===== src/rtl/serial_adder_pkg.sv =====
// Shared types and elaboration helpers for the chunked serial adder.
package serial_adder_pkg;

    typedef enum logic [1:0] {
        IDLE = 2'd0,
        CALC = 2'd1,
        DONE = 2'd2
    } state_t;

    function automatic int nchunk(input int width, input int chunk);
        return width / chunk;
    endfunction

    // Geometry must tile the operand exactly with at least one chunk.
    function automatic bit geometry_ok(input int width, input int chunk);
        return (chunk >= 1) && (chunk <= width) && ((width % chunk) == 0);
    endfunction

endpackage


===== src/rtl/serial_adder_if.sv =====
// Valid/ready operand and result bundle for serial_adder.
interface serial_adder_if #(parameter int WIDTH = 16);
    logic             in_valid;
    logic             in_ready;
    logic [WIDTH-1:0] a;
    logic [WIDTH-1:0] b;
    logic             c_in;
    logic             out_valid;
    logic             out_ready;
    logic [WIDTH-1:0] s;
    logic             c_out;
    logic             overflow;

    modport master (
        output in_valid, a, b, c_in, out_ready,
        input  in_ready, out_valid, s, c_out, overflow
    );

    modport slave (
        input  in_valid, a, b, c_in, out_ready,
        output in_ready, out_valid, s, c_out, overflow
    );
endinterface


===== src/rtl/full_adder.sv =====
// Single-bit full adder cell.
module full_adder (
    input  logic a,
    input  logic b,
    input  logic ci,
    output logic s,
    output logic co
);
    logic p;

    assign p  = a ^ b;
    assign s  = p ^ ci;
    assign co = (a & b) | (ci & p);
endmodule


===== src/rtl/serial_adder_chunk_adder.sv =====
// CHUNK-bit ripple adder built from full_adder cells; also exposes the
// carry into its top bit so the caller can derive signed overflow.
module chunk_adder #(parameter int CHUNK = 4) (
    input  logic [CHUNK-1:0] x,
    input  logic [CHUNK-1:0] y,
    input  logic             ci,
    output logic [CHUNK-1:0] sum,
    output logic             co,
    output logic             c_msb
);
    logic [CHUNK:0] c;

    assign c[0] = ci;

    for (genvar i = 0; i < CHUNK; i++) begin : g_bit
        full_adder u_fa (
            .a  (x[i]),
            .b  (y[i]),
            .ci (c[i]),
            .s  (sum[i]),
            .co (c[i+1])
        );
    end

    assign co    = c[CHUNK];
    assign c_msb = c[CHUNK-1];
endmodule


===== src/rtl/serial_adder.sv =====
// Multi-cycle a+b+c_in: one CHUNK-wide slice per clock with a registered
// carry, result held until the consumer takes it.
module serial_adder
    import serial_adder_pkg::*;
#(
    parameter int WIDTH = 16,
    parameter int CHUNK = 4
) (
    input  logic          clk,
    input  logic          rst_n,
    serial_adder_if.slave bus
);
    localparam int NCHUNK = nchunk(WIDTH, CHUNK);
    localparam int IW     = (NCHUNK > 1) ? $clog2(NCHUNK) : 1;
    localparam logic [IW-1:0] LAST = IW'(NCHUNK - 1);

    if (!geometry_ok(WIDTH, CHUNK)) begin : g_geom_bad
        $error("serial_adder: WIDTH must be a nonzero multiple of CHUNK");
    end

    state_t           state;
    logic [IW-1:0]    idx;
    logic             carry;
    logic [WIDTH-1:0] a_q, b_q, s_q;
    logic             c_out_q, ovf_q, out_valid_q, in_ready_q;

    logic [CHUNK-1:0] x_chunk, y_chunk, sum_chunk;
    logic             co_chunk, msb_chunk;

    assign x_chunk = a_q[idx*CHUNK +: CHUNK];
    assign y_chunk = b_q[idx*CHUNK +: CHUNK];

    chunk_adder #(.CHUNK(CHUNK)) u_chunk (
        .x     (x_chunk),
        .y     (y_chunk),
        .ci    (carry),
        .sum   (sum_chunk),
        .co    (co_chunk),
        .c_msb (msb_chunk)
    );

    always_ff @(posedge clk or negedge rst_n) begin
        if (!rst_n) begin
            state       <= IDLE;
            idx         <= '0;
            carry       <= 1'b0;
            a_q         <= '0;
            b_q         <= '0;
            s_q         <= '0;
            c_out_q     <= 1'b0;
            ovf_q       <= 1'b0;
            out_valid_q <= 1'b0;
            in_ready_q  <= 1'b1;
        end else begin
            case (state)
                IDLE: if (bus.in_valid && in_ready_q) begin
                    a_q        <= bus.a;
                    b_q        <= bus.b;
                    carry      <= bus.c_in;
                    idx        <= '0;
                    in_ready_q <= 1'b0;
                    state      <= CALC;
                end
                CALC: begin
                    s_q[idx*CHUNK +: CHUNK] <= sum_chunk;
                    carry                   <= co_chunk;
                    // Last slice's internal carry is the carry into the MSB.
                    if (idx == LAST) begin
                        c_out_q     <= co_chunk;
                        ovf_q       <= co_chunk ^ msb_chunk;
                        out_valid_q <= 1'b1;
                        state       <= DONE;
                    end else begin
                        idx <= idx + IW'(1);
                    end
                end
                DONE: if (bus.out_ready) begin
                    out_valid_q <= 1'b0;
                    in_ready_q  <= 1'b1;
                    state       <= IDLE;
                end
                default: state <= IDLE;
            endcase
        end
    end

    assign bus.in_ready  = in_ready_q;
    assign bus.out_valid = out_valid_q;
    assign bus.s         = s_q;
    assign bus.c_out     = c_out_q;
    assign bus.overflow  = ovf_q;
endmodule


===== src/flat_wrapper.sv =====
// flat-port wrapper written by rule: the top's interface ports become plain ports
module serial_adder_flat import serial_adder_pkg::*;
#(
    parameter int WIDTH = 16,
    parameter int CHUNK = 4
)
  (clk, rst_n, bus_in_valid, bus_a, bus_b, bus_c_in, bus_out_ready, bus_in_ready, bus_out_valid, bus_s, bus_c_out, bus_overflow);
  serial_adder_if #(.WIDTH(WIDTH)) bus_i ();
  input  logic clk;
  input  logic rst_n;
  input wire logic [$bits(bus_i.in_valid)-1:0] bus_in_valid;
  input wire logic [$bits(bus_i.a)-1:0] bus_a;
  input wire logic [$bits(bus_i.b)-1:0] bus_b;
  input wire logic [$bits(bus_i.c_in)-1:0] bus_c_in;
  input wire logic [$bits(bus_i.out_ready)-1:0] bus_out_ready;
  output wire logic [$bits(bus_i.in_ready)-1:0] bus_in_ready;
  output wire logic [$bits(bus_i.out_valid)-1:0] bus_out_valid;
  output wire logic [$bits(bus_i.s)-1:0] bus_s;
  output wire logic [$bits(bus_i.c_out)-1:0] bus_c_out;
  output wire logic [$bits(bus_i.overflow)-1:0] bus_overflow;
  assign bus_i.in_valid = bus_in_valid;
  assign bus_i.a = bus_a;
  assign bus_i.b = bus_b;
  assign bus_i.c_in = bus_c_in;
  assign bus_i.out_ready = bus_out_ready;
  assign bus_in_ready = bus_i.in_ready;
  assign bus_out_valid = bus_i.out_valid;
  assign bus_s = bus_i.s;
  assign bus_c_out = bus_i.c_out;
  assign bus_overflow = bus_i.overflow;
  serial_adder #(.WIDTH(WIDTH), .CHUNK(CHUNK)) u_core (.clk(clk), .rst_n(rst_n), .bus(bus_i));
endmodule

===== config.mk =====
export PLATFORM = sky130hd
export DESIGN_NAME = serial_adder_flat
export DESIGN_NICKNAME = d
export VERILOG_FILES = /design/src/rtl/serial_adder_pkg.sv /design/src/rtl/serial_adder_if.sv /design/src/rtl/full_adder.sv /design/src/rtl/serial_adder_chunk_adder.sv /design/src/rtl/serial_adder.sv /design/src/flat_wrapper.sv
export SDC_FILE = /design/constraint.sdc
export NUM_CORES = 1
export LEC_CHECK = 0
export CAP_MARGIN = 0
export CORE_AREA = 2 2 102 55
export DETAILED_ROUTE_END_ITERATION = 10
export DIE_AREA = 0 0 104 57
export GPL_TIMING_DRIVEN = 1
export PLACE_DENSITY_LB_ADDON = 0.3
export SYNTH_ARGS = -nofsm -noshare
export SYNTH_HDL_FRONTEND = slang
export SYNTH_HIERARCHICAL = 1
export SYNTH_SLANG_ARGS = --single-unit

===== constraint.sdc =====
create_clock -name clk -period 8.95 [get_ports clk]
set_clock_uncertainty 0.1 [all_clocks]
set_input_delay 2.2375 -clock clk [delete_from_list [all_inputs] [get_ports clk]]
set_output_delay 2.2375 -clock clk [all_outputs]
set_load 0.01 [all_outputs]

## Word level (Yosys, flattened, before mapping)

Index checks and enable logic that the tools add are counted.

| word-level totals | value |
|---|---|
| register bits | 57 |
| input port bits | 37 |
| word-level logic and storage cells | 72 |

| operators by class | value |
|---|---|
| $add $sub $neg | 2 |
| equal/unequal tests | 7 |
| shift-type cells | 4 |
| multiplexer cells | 16 |
| bitwise operators | 21 |
| reductions and logical operators | 12 |

Operators with widths:

| cell | count |
|---|---|
| $neg A4 Y34 | 1 |
| $shift A4 B34 Y16 const A | 1 |
| $shiftx A4 B34 Y16 | 1 |
| $shiftx A16 B5 Y4 | 2 |
| $bwmux W16 | 1 |
| $reduce_and A3 Y1 | 4 |
| $mux W2 | 5 |
| $xor A1 B1 Y1 | 9 |
| $and A1 B1 Y1 | 8 |
| $pmux W1 S2 | 3 |
| $pmux W2 S3 | 1 |
| $reduce_and A2 Y1 | 3 |
| $reduce_bool A2 Y1 | 3 |
| $mux W1 | 5 |
| $eq A2 B2 Y1 const B | 2 |
| $ne A2 B1 Y1 const B | 2 |
| $ne A2 B2 Y1 const B | 2 |
| $or A1 B1 Y1 | 4 |
| $pmux W2 S2 | 1 |
| $add A2 B1 Y2 const B | 1 |
| $eq A2 B1 Y1 const B | 1 |
| $logic_not A2 Y1 | 1 |
| $logic_and A1 B1 Y1 | 1 |

## Longest topological paths before layout

Gate-level depths: netlist of run 1.

| depth | value |
|---|---|
| word-level depth | 11 |
| gate-level depth with buffers | 8 |

## By module

The synthesis of run 1 kept the hierarchy.

By module, submodules not included:

| module | instances | cells an instance | area each (um^2) |
|---|---|---|---|
| serial_adder | 1 | 178 | 2547.4 |
| full_adder | 4 | 1 | 20.0 |

## Worst setup path after synthesis of run 1

No wires, ideal clock.

| path | value |
|---|---|
| path type | reg2reg |
| start | register u_core.idx[0] |
| end | register u_core.s_q[15] (netlist: u_core/bus.s[15]) |
| setup time | 0.121 ns |
| data arrival time | 3.172 ns |
| data required time | 8.729 ns |
| path slack | 5.557 ns |
| cell stages (with the launch flop) | 8 |
| period minus slack after synthesis | 3.393 ns |
| cell sequence | dfrtp_1 buf_2 mux4_2 fa_1 fa_1 fa_1 fa_1 a22o_1 |

| on the way | value |
|---|---|
| cells in the longest elaborated chain, start to end | 11 |
| elaborated cells on any way between the ends | 23 |
| those cells by class | 1 x add/sub; 4 x shift; 1 x mux; 17 x bitwise |

Ends and longest elaborated chain:

| item | RTL line | RTL |
|---|---|---|
| from (decl) | serial_adder.sv:22 | `logic [IW-1:0] idx;` |
| from (signal assigned) | serial_adder.sv:74 | `idx <= idx + IW'(1);` |
| $shiftx A16 B5 Y4 * | serial_adder.sv:30 | `assign x_chunk = a_q[idx*CHUNK +: CHUNK];` |
| net u_core.x_chunk[0] | serial_adder.sv:27 | `logic [CHUNK-1:0] x_chunk, y_chunk, sum_chunk;` |
| $xor A1 B1 Y1 | full_adder.sv:11 | `assign p = a ^ b;` |
| $and A1 B1 Y1 | full_adder.sv:13 | `assign co = (a & b) \| (ci & p);` |
| $or A1 B1 Y1 * | full_adder.sv:13 |  |
| net u_core.u_chunk.c[1] | serial_adder_chunk_adder.sv:11 | `logic [CHUNK:0] c;` |
| $and A1 B1 Y1 * | full_adder.sv:13 |  |
| $or A1 B1 Y1 * | full_adder.sv:13 |  |
| net u_core.u_chunk.c[2] | serial_adder_chunk_adder.sv:11 |  |
| $and A1 B1 Y1 * | full_adder.sv:13 |  |
| $or A1 B1 Y1 * | full_adder.sv:13 |  |
| net u_core.msb_chunk | serial_adder.sv:28 | `logic co_chunk, msb_chunk;` |
| $xor A1 B1 Y1 * | full_adder.sv:12 | `assign s = p ^ ci;` |
| net u_core.sum_chunk[3] | serial_adder.sv:27 |  |
| $shiftx A4 B34 Y16 * | serial_adder.sv:65 | `s_q[idx*CHUNK +: CHUNK] <= sum_chunk;` |
| $bwmux W16 * | serial_adder.sv:65 |  |
| to (signal, indexed assignment) | serial_adder.sv:65 |  |
| to (decl) | serial_adder.sv:24 | `logic [WIDTH-1:0] a_q, b_q, s_q;` |

The timed path passes the listed nets; every way through them passes the cells marked *.
A chain may end at the register's enable or synchronous reset.

## Worst setup path after layout of run 1

| path | value |
|---|---|
| start | register u_core.idx[0] |
| end | register u_core.s_q[11] (netlist: u_core/bus.s[11]) |

Same word-level chain as after synthesis.

==> run_results.csv, run 1 <==
group,metric,value,unit
detailed_routing,vias,1665,
synthesis,synth_fa_ha_area_share,5.429,%
layout,fin_util,66.33,%
sta,period_share,43.83,%
layout,drive_gt1_share,26.61,%
synthesis,ys_seq_area_share,54.33,%
power,power_density,327.3,nW/um^2
die,dieWidth,104,um
sta,report.final.slew_viol_count,0,
sta,rsz0062_at_grt,"no",
critical_path,crit_top_cell,"fa_1",
synthesis,yosysMostFrequentCell,"dfrtp_1",
synthesis,ys_seq_elements,57,
critical_path,worstPathArrival,4.06,ns
status,status,"finished clean",
sta,fmax,254.9,MHz
critical_path,cp-end-kind,"register",
die,core_area,5135,um^2
global_routing,grt_pass1_vias,1688,
detailed_routing,ant_nets,0,
synthesis,synth-warning-count,6,
critical_path,critPathLaunchType,"register",
placed_design,gp_congestion,0.7431,
die,die_y,57,um
detailed_routing,wl_per_cell,15.99,um
clock_tree,holdBufCountCts,0,
placed_design,pre_cts_slack,4.965,ns
critical_path,cp_max_fo,15,
detailed_routing,routed_via_density,5.187,
synthesis,synth-main-ff-cell,"dfrtp_1",
synthesis,synth-edff-count,0,
sta,finalCriticalPeriod,3.923,ns
sta,setup_ws,5.027,ns
sta,setup_tns,0,ns
sta,final_hold_viol_count,0,
die,initial_core_util,51.17,%
clock_tree,ctsRootBufferMaster,"clkbuf_8",
sta,setup_viol,0,
die,io_pins,57,
clock_tree,htree_levels,3,
clock_tree,clk_pin_slew,0.06,ns
synthesis,yosys-mux-area-fraction,21.81,%
power,leakage,1.478,nW
synthesis,yosys.area_share.simple,8.619,%
synthesis,synth_top_family_by_area,"multiplexers",
global_routing,grt_pass1_wl,8.618,mm
power,ir_drop,0.0001321,V
clock_tree,numCtsBuffers,9,
synthesis,synthArstFlopShare,100.0,%
global_routing,grt_max_degree,58,
synthesis,ys_types,29,
sta,worstMarginPinSlew,0.7738,ns
detailed_routing,drc_errors,0,
layout,stdcell_area,3406,um^2
synthesis,syn_area,2628,um^2
clock_tree,clkSinkCount,57,
detailed_routing,drt_iter0_drc,101,
clock_tree,insertion_delay,0.33,ns
critical_path,cp_slowest_stage_delay,0.85,ns
clock_tree,cts_tree,"yes",
global_routing,grt-ovfl-total,0,
worst_hold_path,hp-start,"u_core/bus.s[7]$_DFFE_PN0P_",
synthesis,syn_inst,182,
critical_path,crit_slowest_cell,"dfrtp_1",
critical_path,cp_cell_sequence,"mux4_2, fa_1, fa_1, fa_1, fa_1, nand2_1, o21ai_0",
synthesis,synth_fp_nets,228,
critical_path,required,9.08,ns
die,dieArea,5928,um^2
layout,multi_input_area,1105,um^2
clock_tree,cts_setup_buffers,0,
global_routing,grt.total_usage,19.78,%
critical_path,crit_type,"reg -> reg",
sta,slew_headroom,48.42,%
clock_tree,cts.path.max_buffers,2,
critical_path,rr_startpoint,"u_core/idx[0]$_DFFE_PN0P_",
synthesis,synth_compound_gate_area_share,5.857,%
die,row_count,19,
clock_tree,cts_resized,0,
layout,nFillCells,405,
power,power.total,1.115,mW
placed_design,placed_area,3213,um^2
synthesis,synth_top_area_share,53.33,%
run,cap_violations,0,
layout,nets,289,
synthesis,synth_area_leader_cell,"dfrtp_1",
layout,area_delta_synth_final,29.62,%
global_routing,antenna_found_initial,0,
synthesis,synth_xor_xnor_area_share,0.3333,%
detailed_routing,drt-pass1-iter-count,6,
placed_design,portBuffers,56,
layout,seq_area,1428,um^2
placed_design,hpwl,3.680,mm
worst_hold_path,holdPathEnd,"u_core/bus.s[7]$_DFFE_PN0P_",
worst_hold_path,hold_depth,2,
worst_hold_path,hold_class,"reg -> reg",
critical_path,r2r_slack,5.03,ns
critical_path,reg2reg_depth,7,
synthesis,netlist_top_cells_area,"dfrtp_1 (53%), mux2_2 (15%), mux4_2 (6.9%), fa_1 (3.0%), a22o_1 (3.0%)",
synthesis,synth_commonest_cells,"dfrtp_1 (56), mux2_2 (34), nand2_1 (18), o21ai_0 (11), a22o_1 (9)",
detailed_routing,wl,5.134,mm
layout,diodes,0,
critical_path,worstReg2RegEnd,"u_core/bus.s[11]$_DFFE_PN0P_",
synthesis,syn_avg_cell_area,14.44,um^2
==> report_power, final <==
part | switching, mW | internal (mW) | total (mW)
registers | 0.0796 | 0.352 | 0.432
clock network | 0.0962 | 0.130 | 0.226
logic | 0.206 | 0.251 | 0.457
==> registers in the layout (all words and copies together), names as in the netlist <==
name,count
u_core/a_q,16
u_core/b_q,16
u_core/bus.s,16
u_core/idx,2
u_core/state,2
u_core/bus.c_out,1
u_core/bus.in_ready,1
u_core/bus.out_valid,1
u_core/bus.overflow,1
u_core/carry,1
==> logic make-up (layout without fill, tap and decap cells) <==
group | count (synthesis) | count (layout)
compound gates | 24 | 24
buf+inv | 13 | 79
mux | 43 | 43
fa+ha+maj | 9 | 9
xor+xnor | 1 | 1
flops | 57 | 57
simple gates | 35 | 35
==> stage by stage <==
step	std cells	hold slack (ns)
2_1_floorplan	182	0.3751
3_3_place_gp	305	0.3698
3_5_place_dp	305	0.3725
4_1_cts	321	0.3870
5_1_grt	321	0.3985
6_report	321	0.3803
==> how the worst max path moves through the flow <==
stage / start / to / slack (ns)
2_1_floorplan: u_core/idx[0]$_DFFE_PN0P_ / u_core/bus.s[15]$_DFFE_PN0P_ / 5.56
3_3_place_gp: bus_in_valid / u_core/idx[0]$_DFFE_PN0P_ / 5.00
3_5_place_dp: bus_in_valid / u_core/idx[0]$_DFFE_PN0P_ / 4.97
4_1_cts: u_core/idx[0]$_DFFE_PN0P_ / u_core/bus.s[11]$_DFFE_PN0P_ / 4.98
5_1_grt: u_core/idx[0]$_DFFE_PN0P_ / u_core/bus.s[11]$_DFFE_PN0P_ / 4.84
6_report: u_core/idx[0]$_DFFE_PN0P_ / u_core/bus.s[11]$_DFFE_PN0P_ / 5.03
==> cell usage in the layout (no fill, tap or decap), drive strengths merged <==
cell type | netlist | routed
dfstp | 1 | 1
a22o | 9 | 9
nor3b | 1 | 1
mux4 | 8 | 8
nand2b | 2 | 2
clkinv | 0 | 2
nand3b | 4 | 4
nand3 | 1 | 1
dfrtp | 56 | 56
o21ai | 11 | 11
mux2 | 34 | 34
nor4bb | 1 | 1
a21oi | 4 | 4
nand2 | 18 | 18
clkdlybuf4s50 | 0 | 55
nor2 | 4 | 4
ha | 5 | 5
clkbuf | 1 | 14
and4bb | 1 | 1
xnor2 | 1 | 1
buf | 7 | 3
nor4b | 3 | 3
mux2i | 1 | 1
inv | 5 | 5
fa | 4 | 4
==> cell type report <==
cell class | instances | share of cell area (%)
flip-flops and latches | 57 | 41.92
multi-input cells | 112 | 32.44
repair buffers | 58 | 16.75
clock buffers | 14 | 5.364
well taps | 73 | 2.682
inverters | 5 | 0.5511
clock inverters | 2 | 0.2939
==> worst max-delay path, delay by kind of cell (launching register included) <==
| kind | cells | cell delay (ns) |
|---|---|---|
| compound gates | 1 | 0.22 |
| simple gates | 1 | 0.09 |
| mux | 1 | 0.64 |
| flops | 1 | 0.85 |
| fa+ha+maj | 4 | 1.93 |
==> metal layers <==
| layer | global-route usage (%) | vias to the layer above | share of wire, % |
|---|---|---|---|
| met5 | 0 | - | 0 |
| met2 | 28.48 | 44 | 44 |
| met4 | 5.405 | 0 | 0.41 |
| li1 | - | 783 | - |
| met1 | 27.98 | 834 | 51 |
| met3 | 8.457 | 4 | 5.0 |
No activity file was read; power rests on OpenSTA's default activity.
==> run 2: changes to the inputs <==
--- a/config.mk
+++ b/config.mk
@@ -6,9 +6,9 @@
 export NUM_CORES = 1
 export LEC_CHECK = 0
 export CAP_MARGIN = 0
-export CORE_AREA = 2 2 102 55
+export CORE_AREA = 2 2 112 60
 export DETAILED_ROUTE_END_ITERATION = 10
-export DIE_AREA = 0 0 104 57
+export DIE_AREA = 0 0 114 62
 export GPL_TIMING_DRIVEN = 1
 export PLACE_DENSITY_LB_ADDON = 0.3
 export SYNTH_ARGS = -nofsm -noshare
==> constraint.sdc (replaced) <==
create_clock -name clk -period 3.57 [get_ports clk]
set_clock_uncertainty 0.1 [all_clocks]
set_input_delay 0.8925 -clock clk [delete_from_list [all_inputs] [get_ports clk]]
set_output_delay 0.8925 -clock clk [all_outputs]
set_load 0.01 [all_outputs]
==> run 2 against run 1 <==
  * Routed wire length grew 6.2%
  * Count of clock-buffer cells in the layout is the same
  * Maximum frequency grew 21%
  * Combinational power grew to 2.6 times the previous value
  * First-iteration DRC count shrank 38%
  * Critical endpoint unchanged
  * Core utilization shrank 9.6 points
  * Register-to-register slack lost 4.7 ns
  * Critical path type unchanged
  * Die area grew 19%
  * Sequential power grew 140%
==> run_results.csv, run 2 (synthesis gave the netlist of run 1 again) <==
group,metric,value,unit
status,status,"finished clean",
sta,report.final.slew_viol_count,0,
global_routing,grt_max_degree,35,
worst_hold_path,hold_class,"reg -> reg",
detailed_routing,ant_nets,0,
clock_tree,cts_setup_buffers,0,
global_routing,grt_pass1_vias,1552,
global_routing,grt.total_usage,17.73,%
sta,setup_viol,0,
placed_design,hpwl,4.041,mm
sta,final_hold_viol_count,0,
clock_tree,clk_pin_slew,0.05,ns
layout,layout_commonest_cell,"dfrtp_1",
critical_path,crit_type,"reg -> reg",
sta,fmax,308.9,MHz
detailed_routing,wl,5.451,mm
detailed_routing,drc_errors,0,
sta,worstMarginPinSlew,0.7418,ns
layout,mostFrequentLayoutCells,"dfrtp_1 (56), clkdlybuf4s50_1 (55), mux2_2 (34), nand2_1 (18), o21ai_0 (11)",
critical_path,cp-end-kind,"register",
detailed_routing,wl_per_cell,16.42,um
detailed_routing,drt_iter0_drc,63,
die,dieWidth,114,um
clock_tree,ctsRootBufferMaster,"clkbuf_16",
detailed_routing,drt-pass1-iter-count,4,
global_routing,grt_pass1_wl,8.700,mm
die,initial_core_util,42.02,%
clock_tree,cts_tree,"yes",
clock_tree,clkSinkCount,57,
clock_tree,insertion_delay,0.32,ns
critical_path,worstPathArrival,3.38,ns
power,power_density,862.7,nW/um^2
die,io_pins,57,
power,power_switching,985.9,uW
clock_tree,htree_levels,3,
die,core_area,6254,um^2
power,leakage,1.544,nW
layout,nets,293,
sta,rsz0062_at_grt,"no",
sta,slew_headroom,49.85,%
layout,diodes,0,
die,row_count,21,
clock_tree,cts_resized,0,
critical_path,required,3.71,ns
power,cellInternalPower,2.073,mW
global_routing,antenna_found_initial,0,
sta,setup_tns,0,ns
die,dieArea,7068,um^2
critical_path,critPathLaunchType,"register",
power,p_sw_share,32.23,%
global_routing,grt-ovfl-total,0,
power,pwr-share-clk,26.7,%
clock_tree,cts.path.max_buffers,2,
layout,area_delta_synth_final,34.95,%
detailed_routing,routed_via_density,5.072,
sta,finalCriticalPeriod,3.237,ns
critical_path,cp_max_fo,4,
run,cap_violations,0,
power,power_frac_seq,34.1,%
clock_tree,numCtsBuffers,9,
sta,hold-worst-slack,0.3827,ns
clock_tree,holdBufCountCts,0,
detailed_routing,vias,1684,
power,ir_drop,0.0003859,V
layout,drive_gt1_share,27.78,%
sta,period_share,90.68,%
die,die_y,62,um
placed_design,gp_congestion,0.7808,
power,power_frac_comb,39.3,%
placed_design,portBuffers,56,
-- run 2: cell count changes in the layout (fill, tap and decap cells not counted) --
| cell | delta |
|---|---|
| clkbuf_16 | +9 |
| clkbuf_8 | -9 |
| buf_4 | +4 |
-- run 2: layout make-up --
class                           count  area [um^2]
Sequential cell                    57         1428
Clock inverter                      2        10.01
Tap cell                           80        100.1
Inverter                            5        18.77
Multi-Input combinational cell    112         1105
Clock buffer                       14        284.0
Fill cell                         528         2708
Timing Repair Buffer               62        600.6
-- run 2: power by group through the flow --
stage	clock (mW)	sequential [mW]	combinational, mW
3_5_place_dp	0	1.05	1.20
2_1_floorplan	0	1.02	0.801
5_1_grt	0.867	1.07	1.32
4_1_cts	0.835	1.04	1.21
3_3_place_gp	0	1.04	1.18
6_report	0.816	1.04	1.20
-- run 2: worst paths after layout --
check	end	slack, ns	from	cells past startpoint
hold reg to reg	u_core/bus.s[8]$_DFFE_PN0P_	0.38	u_core/bus.s[8]$_DFFE_PN0P_	2
setup reg to reg	u_core/bus.s[11]$_DFFE_PN0P_	0.33	u_core/idx[0]$_DFFE_PN0P_	7
min in group asynchronous	u_core/a_q[1]$_DFFE_PN0P_	0.54	rst_n	1
setup / recovery	u_core/bus.s[11]$_DFFE_PN0P_	0.33	u_core/idx[0]$_DFFE_PN0P_	7
hold / removal	u_core/bus.s[8]$_DFFE_PN0P_	0.38	u_core/bus.s[8]$_DFFE_PN0P_	2
max in group asynchronous	u_core/b_q[3]$_DFFE_PN0P_	2.17	rst_n	2
-- run 2: critical path: stages, from the launching register on --
cell and delay, ns:
dfrtp_1 0.43, mux4_2 0.55, fa_1 0.45, fa_1 0.39, fa_1 0.42, fa_1 0.59
nand2_1 0.06, o21ai_0 0.16
-- run 2: through the flow --
stage          total power, mW  cells  instance area, um^2  worst slack [ns]  util, %
2_1_floorplan            1.820    182                 2628            0.1768        -
3_3_place_gp             2.224    316                 3252            0.3965    52.00
3_5_place_dp             2.252    316                 3252            0.3100    52.00
4_1_cts                  3.087    332                 3546            0.3197    56.70
5_1_grt                  3.259    332                 3546            0.1738    56.70
6_report                 3.059    332                 3546            0.3325    56.70
-- run 2: layer usage --
metal  up-vias  global-route usage [%]  share of wire, %
met5         -                       0                 0
met3         8                   8.244               7.1
met4         0                   7.840               1.7
met1       833                   26.68                54
li1        792                       -                 -
met2        51                   21.00                38
